### config.mk
export PLATFORM = sky130hd
export DESIGN_NAME = sipo_rx
export DESIGN_NICKNAME = d
export VERILOG_FILES = /design/src/rtl/serdes_pkg.sv /design/src/rtl/sipo_shreg.sv /design/src/rtl/sipo_rx.sv
export SDC_FILE = /design/constraint.sdc
export NUM_CORES = 1
export LEC_CHECK = 0
export BUFFER_PORTS_ARGS = -buffer_cell sky130_fd_sc_hd__buf_2
export CAP_MARGIN = 20
export CORE_MARGIN = 5
export CORE_UTILIZATION = 50
export DETAILED_ROUTE_END_ITERATION = 8
export PLACE_DENSITY = 0.85
export SYNTH_ARGS = -nofsm -noshare
export SYNTH_HDL_FRONTEND = slang
export SYNTH_HIERARCHICAL = 1
export SYNTH_SLANG_ARGS = --single-unit
### constraint.sdc
create_clock -name clk -period 2.47 [get_ports clk]
set_input_delay 0.741 -clock clk [delete_from_list [all_inputs] [get_ports clk]]
set_output_delay 0.741 -clock clk [all_outputs]
set_load 0.05 [all_outputs]
### src/rtl/serdes_pkg.sv
// Shared definitions for the PISO/SIPO serial link; both ends import this
// so they agree on word width, bit order and state encoding.
package serdes_pkg;

  localparam int DW_DEFAULT        = 4;
  localparam bit MSB_FIRST_DEFAULT = 1'b1;

  typedef enum logic {
    IDLE  = 1'b0,
    SHIFT = 1'b1
  } state_e;

endpackage

### src/rtl/sipo_shreg.sv
// Enabled shift register. `start` restarts the word so the incoming bit
// becomes bit 0. `word` is the contents including this cycle's bit.
module sipo_shreg #(
  parameter int W         = 4,
  parameter bit MSB_FIRST = 1'b1
) (
  input  logic         clk,
  input  logic         rst,
  input  logic         en,
  input  logic         start,
  input  logic         d,
  output logic [W-1:0] word
);

  logic [W-1:0] sh_q;
  logic [W-1:0] sh_d;

  generate
    if (W == 1) begin : g_w1
      always_comb begin
        sh_d = sh_q;
        if (en || start) sh_d = d;
      end
    end else if (MSB_FIRST) begin : g_msb
      // Bits enter at index 0 and move up; bit 0 ends at W-1.
      always_comb begin
        sh_d = sh_q;
        if (en) begin
          if (start) sh_d = {{(W-1){1'b0}}, d};
          else       sh_d = {sh_q[W-2:0], d};
        end
      end
    end else begin : g_lsb
      // Bits enter at index W-1 and move down; bit 0 ends at index 0.
      always_comb begin
        sh_d = sh_q;
        if (en) begin
          if (start) sh_d = {d, {(W-1){1'b0}}};
          else       sh_d = {d, sh_q[W-1:1]};
        end
      end
    end
  endgenerate

  always_ff @(posedge clk or posedge rst) begin
    if (rst) sh_q <= '0;
    else     sh_q <= sh_d;
  end

  assign word = sh_d;

endmodule

### src/rtl/sipo_rx.sv
// Serial-in parallel-out receiver: sync-framed bits are assembled into
// DW-bit words and held in a one-entry valid/ready output register.
module sipo_rx
  import serdes_pkg::*;
#(
  parameter int DW        = DW_DEFAULT,
  parameter bit MSB_FIRST = MSB_FIRST_DEFAULT
) (
  input  logic          clk,
  input  logic          rst,
  input  logic          s_valid,
  input  logic          s_in,
  input  logic          sync,
  output logic [DW-1:0] data_out,
  output logic          out_valid,
  input  logic          out_ready,
  output logic          overrun,
  output logic          frame_err,
  output logic          dbg_state
);

  localparam int CW = $clog2(DW + 1);

  state_e        state_q;
  logic [CW-1:0] cnt_q;
  logic [DW-1:0] data_q;
  logic          valid_q;
  logic          overrun_q;
  logic          frame_err_q;

  logic          start;
  logic          shift_en;
  logic          complete;
  logic [CW-1:0] cnt_d;
  logic [DW-1:0] word;

  // A sync restarts the word in any state; plain bits only count while
  // a word is open.
  assign start    = s_valid && sync;
  assign shift_en = s_valid && (sync || (state_q == SHIFT));
  assign cnt_d    = sync ? CW'(1) : cnt_q + CW'(1);
  assign complete = shift_en && (cnt_d == CW'(DW));

  sipo_shreg #(
    .W         (DW),
    .MSB_FIRST (MSB_FIRST)
  ) u_shreg (
    .clk   (clk),
    .rst   (rst),
    .en    (shift_en),
    .start (start),
    .d     (s_in),
    .word  (word)
  );

  // Output handshake: a word transfers on any edge where out_valid and
  // out_ready are both 1. out_valid is purely registered, and a pop and a
  // new load on the same edge keep out_valid high with the new word.
  always_ff @(posedge clk or posedge rst) begin
    if (rst) begin
      state_q     <= IDLE;
      cnt_q       <= '0;
      data_q      <= '0;
      valid_q     <= 1'b0;
      overrun_q   <= 1'b0;
      frame_err_q <= 1'b0;
    end else begin
      frame_err_q <= start && (state_q == SHIFT);
      if (shift_en) begin
        if (complete) begin
          state_q <= IDLE;
          cnt_q   <= '0;
        end else begin
          state_q <= SHIFT;
          cnt_q   <= cnt_d;
        end
      end
      if (complete) begin
        if (!valid_q || out_ready) begin
          data_q  <= word;
          valid_q <= 1'b1;
        end else begin
          overrun_q <= 1'b1;
        end
      end else if (valid_q && out_ready) begin
        valid_q <= 1'b0;
      end
    end
  end

  assign data_out  = data_q;
  assign out_valid = valid_q;
  assign overrun   = overrun_q;
  assign frame_err = frame_err_q;
  assign dbg_state = logic'(state_q);

endmodule
# == Yosys cells after proc, flatten, opt, wreduce, memory -nomap -nowiden ==
# Cells that the tools add are included.
# word_totals
reg_bits,15
memories,0
latch_bits,0
rom_bits,0
output_inout_bits,8
mem_bits_rw,0
# classes
reduce_logical,12
shifts,0
mux,8
n_mul,0
eq_ne,2
div_mod_pow,0
magnitude_cmp,0
n_addsub,1
bitwise,1
# op_table
cell,n
4-bit two-way mux,2
3-bit two-way mux,2
2-bit AND reduction,3
1-bit logical AND,5
1-bit two-way mux,4
3-bit by 1-bit adder with 3-bit output (second input constant),1
3-bit == test (second input constant),1
1-bit logical OR,2
2-bit by 1-bit inequality test with 1-bit output (second input constant),1
2-bit nonzero test,1
1-bit zero test,1
1-bit NOT,1

# == Logic depth before layout (Yosys ltp) ==
# Gate-level depths: netlist of run 1.
# logic_depth
depth_word,6
ltp_mapped,5
mapped_depth_nobuf,5

# == By module ==
# Netlist of run 1, hierarchy kept.
# modules_own_cells
module,seq_area_each_um2,area_each_um2,n_inst,cells_per_inst
sipo_rx,275.3,510.5,1,43
sipo_shreg,100.1,167.7,1,15

# == Worst setup path after synthesis of run 1 ==
# No wires, ideal clock.
# synth_timing
path_kind,input to register
startpoint,input sync
endpoint,"register data_q[0], in the netlist data_out[0]"
path_buffers,0
setup_ps,125
arrival_time_ps,1733
stages,4
setup_slack_ps,612
cell_sequence,o21ai_0 inv_1 mux2_4 mux2_2
# synth_between
word_cells_on_any_way,7
# synth_lines
item,line_no,rtl
"start, declared",sipo_rx.sv:13,"input logic sync,"
1-bit logical OR,sipo_rx.sv:40,assign shift_en = s_valid && (sync || (state_q == SHIFT));
1-bit logical AND,sipo_rx.sv:40,
named net shift_en,sipo_rx.sv:32,logic shift_en;
4-bit two-way mux,sipo_shreg.sv:28,if (en) begin
named net word[0],sipo_rx.sv:35,logic [DW-1:0] word;
"end signal, assigned",sipo_rx.sv:80,data_q <= word;
"end, declared",sipo_rx.sv:26,logic [DW-1:0] data_q;
# The timed path passes the listed nets, and every way through them passes these cells.
# A chain may end at the register's enable or synchronous reset.

# == Worst setup path after layout of run 1 ==
# layout_timing
startpoint,register cnt_q[0]
endpoint,"register data_q[3], in the netlist data_out[3]"
# layout_between
elab_chain_len,5
# layout_lines
item,line_no,rtl
"start, declared",sipo_rx.sv:25,logic [CW-1:0] cnt_q;
"start signal, assigned",sipo_rx.sv:75,cnt_q <= cnt_d;
3-bit by 1-bit adder with 3-bit output,sipo_rx.sv:41,assign cnt_d = sync ? CW'(1) : cnt_q + CW'(1);
3-bit two-way mux,sipo_rx.sv:41,
3-bit == test,sipo_rx.sv:42,assign complete = shift_en && (cnt_d == CW'(DW));
1-bit logical AND,sipo_rx.sv:42,
2-bit AND reduction (no line),-,
# No other way between the ends.

==> flow_metrics.py, run 1 <==
metrics = {
    "run_status": {
        "run_status": "finished clean",
    },
    "sta": {
        "hold_viol": 0,
        "fin_crit_sh_pct": 75.1,
        "slew_headroom_pct": 71.2,
        "finClkSkew_ps": 4.66,
        "rsz0062_at_grt": "no",
        "finalMaxSlewViolations": 0,
        "max_freq_ghz": 0.539,
        "setup_viol": 0,
        "fin_crit_ps": 1850,
        "tightest_slew_ps": 432,
        "tns_ps": 0,
    },
    "job": {
        "max_cap_viol_count": 0,
    },
    "power": {
        "vdd_drop_max_mv": 0.583,
        "switchingPower_uw": 365,
        "cellLeakagePower_nw": 0.406,
        "p_total_uw": 853,
        "p_clk_share_pct": 16.4,
        "internal_power_uw": 488,
        "swShare_pct": 42.8,
        "p_comb_share_pct": 41.3,
        "seqPwrFrac_pct": 42.3,
        "powerDensity_nw_per_um2": 1080,
    },
    "floorplanning": {
        "chipHeight_um": 46.8,
        "num_rows": 13,
        "die_x_um": 46.8,
        "die_area_um2": 2190,
        "start_util_pct": 52.8,
        "core_um2": 1280,
        "io_pins": 14,
    },
    "drt": {
        "via_per_inst": 5.29,
        "via_count": 476,
        "antenna_left": 0,
        "wl_per_cell_um": 13.9,
        "drtIter0Drc": 2,
        "drt-total-wl_um": 1250,
        "drc": 0,
        "firstDrtPassIters": 4,
    },
    "yosys": {
        "synthCells": 58,
        "synth_area_per_cell_um2": 11.7,
        "yosys_register_bits": 15,
        "yosysWarnings": 6,
        "synthTopCellsByArea": "dfrtp_1 (55%), mux2_2 (6.6%), o21ai_0 (5.2%), inv_1 (4.4%), nand3b_1 (3.3%)",
        "synth_nets": 65,
        "synth_area_um2": 678,
        "yosysSeqAreaShare_pct": 55.4,
        "synth_cell_types": 22,
        "synth_top_area_cell": "dfrtp_1",
        "synth_top_area_share_pct": 55.4,
    },
    "clocking": {
        "ctsHoldBuffers": 0,
        "ctsRootBufferMaster": "clkbuf_4",
        "numCtsBuffers": 3,
        "cts_sinks": 15,
        "postCtsSetupBuffers": 0,
        "clockBufferDepth": 2,
        "clkTransAtPathRegs_ps": 90,
        "cts_resized": 0,
        "cts.htree.levels": 1,
        "cts_tree": "built",
        "clock_latency_ps": 280,
    },
    "global_routing": {
        "antenna_found_initial": 0,
        "grt_pass1_wl_um": 2130,
        "grt_max_degree": 12,
        "track_usage_pct": 14.4,
        "grt_pass1_vias": 512,
        "grt_overflow": 0,
    },
    "setup_path": {
        "crit_path_max_fanout": 5,
        "r2r_setup_slack_ps": 620,
        "cp-endpoint": "data_out[3]",
        "r2r_end": "data_out[3]",
        "endpoint_kind": "flip-flop",
        "r2r-start": "cnt_q[0]",
        "start_kind": "flip-flop",
        "cp_data_required_time_ps": 2640,
        "startpoint": "cnt_q[0]",
        "arrival_ps": 2020,
        "r2r_cells": 4,
        "path_class": "flip-flop to flip-flop",
    },
    "layout": {
        "num_antenna_cells": 0,
        "num-nets-final": 83,
        "fill_cells": 109,
        "mostFrequentLayoutCell": "dfrtp_1",
        "area_growth_pct": 16.2,
        "layout_common_cells": "dfrtp_1 (15), buf_2 (13), inv_1 (8)",
        "drive_gt1_share_pct": 33.3,
        "multiInputGateArea_um2": 273,
        "ff_latch_area_um2": 375,
    },
    "worst_hold_path": {
        "holdCritPathClass": "input port to asynchronous set/reset pin",
    },
    "place": {
        "dp_hpwl_um": 973,
        "numPortBuffers": 13,
        "place_congestion": 0.727,
    },
}
## worst min path at each step
stage | end | slack, ps | cells past startpoint
floorplan | cnt_q[1] | 450 | 2
global placement | overrun | 440 | 1
detailed placement | overrun | 440 | 1
CTS | u_shreg/sh_q[0] | 350 | 2
global route | u_shreg/sh_q[0] | 350 | 2
finish | u_shreg/sh_q[0] | 340 | 2
## synthesized netlist by cell type, drive strengths merged
library cell / n
dfrtp: 15
inv: 8
o21ai: 7
mux2: 5
nand3b: 4
nand2b: 3
nor2: 3
a21o: 1
a21oi: 1
a32o: 1
and2: 1
and3: 1
ha: 1
nand2: 1
nand3: 1
nor2b: 1
nor3: 1
nor4: 1
or2: 1
xnor2: 1
## state kept, by name, summed over array words and instances, names as in the netlist
register and count:
out_valid 1, cnt_q 3, data_out 4, u_shreg/sh_q 4, overrun 1, frame_err 1, dbg_state 1
## power groups by stage
stage                     registers (mW)  clock network [mW]  logic [mW]
after floorplan                    0.482                   0       0.156
after global placement             0.361                   0       0.342
after detailed placement           0.366                   0       0.355
after CTS                          0.362               0.141       0.356
after global routing               0.369               0.156       0.385
final                              0.361               0.140       0.353
## routing by layer
metal	vias to the layer above	share of wire (%)	GRT usage (%)	routed length, um
met5	-	0	0	0
met4	0	1.8	9.39	23
met3	4	5.2	3.45	65
met2	10	47	22.0	584
met1	234	46	18.0	573
li1	228	-	-	-
## worst max-delay path, stage by stage (launching register included)
cell	delay [ps]
dfrtp_1	430
ha_1	320
nand2b_1	220
nor4_4	410
mux2_2	380
## kinds of logic after synthesis
kind of cell	count (synthesis)	share of synthesized area, %
compound gates	10	8.49
xor+xnor	1	1.29
fa+ha+maj	1	1.84
buf+inv	8	4.43
flops	15	55.4
mux	5	8.85
simple gates	18	19.7
## through the flow
stage               instances  utilization [%]  instance area [um2]  hold WS (ps)  setup WS, ps
floorplan                  58                -                  678           454           612
global placement           86             59.3                  762           437           399
detailed placement         86             59.3                  762           443           338
CTS                        90             61.3                  788           345           597
global route               90             61.3                  788           346           537
finish                     90             61.3                  788           337           615
## final cells by class
cell class / count / share of cell area [%]
Clock buffer: 4 / 3.33
Inverter: 8 / 3.81
Multi-Input combinational cell: 35 / 34.6
Sequential cell: 15 / 47.6
Tap cell: 15 / 2.38
Timing Repair Buffer: 13 / 8.25
No activity file was read; power rests on OpenSTA's default activity.
==> inputs of run 2 (changes only) <==
- CORE_UTILIZATION: 50 -> 45
- PLACE_DENSITY: 0.85 -> 0.81
- clock period: 2.47 -> 1.6 ns (I/O delays scaled with it)
==> flow_metrics.py, run 2 (same netlist as run 1, synthesis figures left out) <==
metrics = {
    "setup_path": {
        "r2r_cells": 5,
        "arrival_ps": 1870,
        "cp_data_required_time_ps": 1780,
        "crit_family": "simple AND/OR/NAND/NOR gates",
        "r2r_setup_slack_ps": -90,
        "r2r-start": "cnt_q[1]",
        "start_kind": "flip-flop",
        "endpoint_kind": "flip-flop",
        "crit_chain": "ha_1 -> nand2b_4 -> nor4_4 -> buf_4 -> mux2_4",
        "r2r_end": "data_out[3]",
        "critical_path.max_stage_delay_ps": 400,
        "critPathBufInv": 1,
        "path_class": "flip-flop to flip-flop",
        "cp_slowest_cell": "dfrtp_1",
        "crit_path_max_fanout": 2,
    },
    "layout": {
        "layout_common_cells": "dfrtp_1 (14), buf_2 (13), buf_4 (10)",
        "num-nets-final": 93,
        "drive_gt1_share_pct": 43.5,
        "num_antenna_cells": 0,
        "mostFrequentLayoutCell": "dfrtp_1",
        "final_cell_area_um2": 888,
        "area_growth_pct": 31.0,
        "final_core_util_pct": 60.4,
        "finalNonFillerCells": 101,
    },
    "clocking": {
        "clock_latency_ps": 290,
        "numCtsBuffers": 3,
        "cts_tree": "built",
        "clockBufferDepth": 2,
        "cts.htree.levels": 1,
        "clkTransAtPathRegs_ps": 90,
        "ctsRootBufferMaster": "clkbuf_4",
        "ctsHoldBuffers": 0,
        "cts_sinks": 15,
    },
    "drt": {
        "via_count": 499,
        "wl_per_cell_um": 13.5,
        "drt-total-wl_um": 1370,
        "firstDrtPassIters": 4,
        "drtIter0Drc": 2,
        "drc": 0,
        "antenna_left": 0,
        "via_per_inst": 4.94,
    },
    "worst_hold_path": {
        "holdCritPathClass": "input port to asynchronous set/reset pin",
    },
    "global_routing": {
        "antenna_found_initial": 0,
        "grt_overflow": 0,
        "grt_pass1_wl_um": 2400,
        "grt_pass1_vias": 539,
        "grt_max_degree": 12,
        "track_usage_pct": 12.7,
    },
    "place": {
        "place_congestion": 0.797,
        "dp_hpwl_um": 1060,
        "placed_area_um2": 817,
        "dp_slack_ps": -94.2,
        "numPortBuffers": 13,
        "dp_cells": 93,
    },
    "sta": {
        "rsz0062_at_grt": "yes",
        "tns_ps": -362,
        "fin_crit_ps": 1690,
        "hold_viol": 0,
        "fin_crit_sh_pct": 106,
        "finalMaxSlewViolations": 0,
        "setup_viol": 4,
        "max_freq_ghz": 0.590,
        "tightest_slew_ps": 427,
        "finClkSkew_ps": 1.22,
        "whs_ps": 72.8,
        "slew_headroom_pct": 71.5,
        "setup_ws_ps": -93.5,
    },
    "power": {
        "swShare_pct": 40.7,
        "seqPwrFrac_pct": 36.5,
        "p_comb_share_pct": 48.4,
        "vdd_drop_max_mv": 1.02,
        "powerDensity_nw_per_um2": 1670,
        "switchingPower_uw": 603,
        "cellLeakagePower_nw": 0.469,
        "p_clk_share_pct": 15.0,
        "p_total_mw": 1.48,
        "internal_power_uw": 878,
    },
    "floorplanning": {
        "die_area_um2": 2380,
        "chipHeight_um": 48.8,
        "io_pins": 14,
        "die_x_um": 48.8,
        "num_rows": 14,
        "core_um2": 1470,
        "start_util_pct": 46.1,
    },
    "run_status": {
        "violations": "negative setup slack",
        "run_status": "finished with violations",
    },
    "job": {
        "max_cap_viol_count": 0,
    },
}
run 2: layer usage:
layer	part of all wire, %	GRT usage, %
met1	44	16.4
met2	50	20.2
met3	3.3	2.45
met4	2.1	6.28
met5	0	0
run 2: power by group through the flow:
stage               Sequential, mW  Combinational [mW]  Clock [mW]
CTS                          0.538               0.705       0.227
finish                       0.541               0.717       0.223
floorplan                    0.751               0.262           0
global route                 0.555               0.768       0.240
global placement             0.539               0.637           0
detailed placement           0.545               0.660           0
run 2: cell type report:
class / instances / area, um2
well taps: 16 / 20.0
inverters: 8 / 30.0
multi-input cells: 35 / 295
fillers: 135 / 583
clock buffers: 4 / 26.3
flip-flops and latches: 15 / 377
repair buffers: 23 / 140
run 2: worst max path at each step:
stage / end / cells past startpoint / from / slack (ps)
final: data_out[3] / 5 / cnt_q[1] / -90
after floorplan: data_out[0] / 4 / dbg_state / -110
after global routing: data_out[3] / 5 / cnt_q[1] / -160
after detailed placement: data_out[3] / 4 / cnt_q[0] / -90
after global placement: data_out[3] / 4 / cnt_q[0] / -110
after CTS: data_out[2] / 5 / cnt_q[1] / -90
run 2: timing repair:
item,in CTS,in global routing
resized for setup,4,0
pin swaps,2,1
buffers inserted,3,1
setup endpoints to repair,4,4
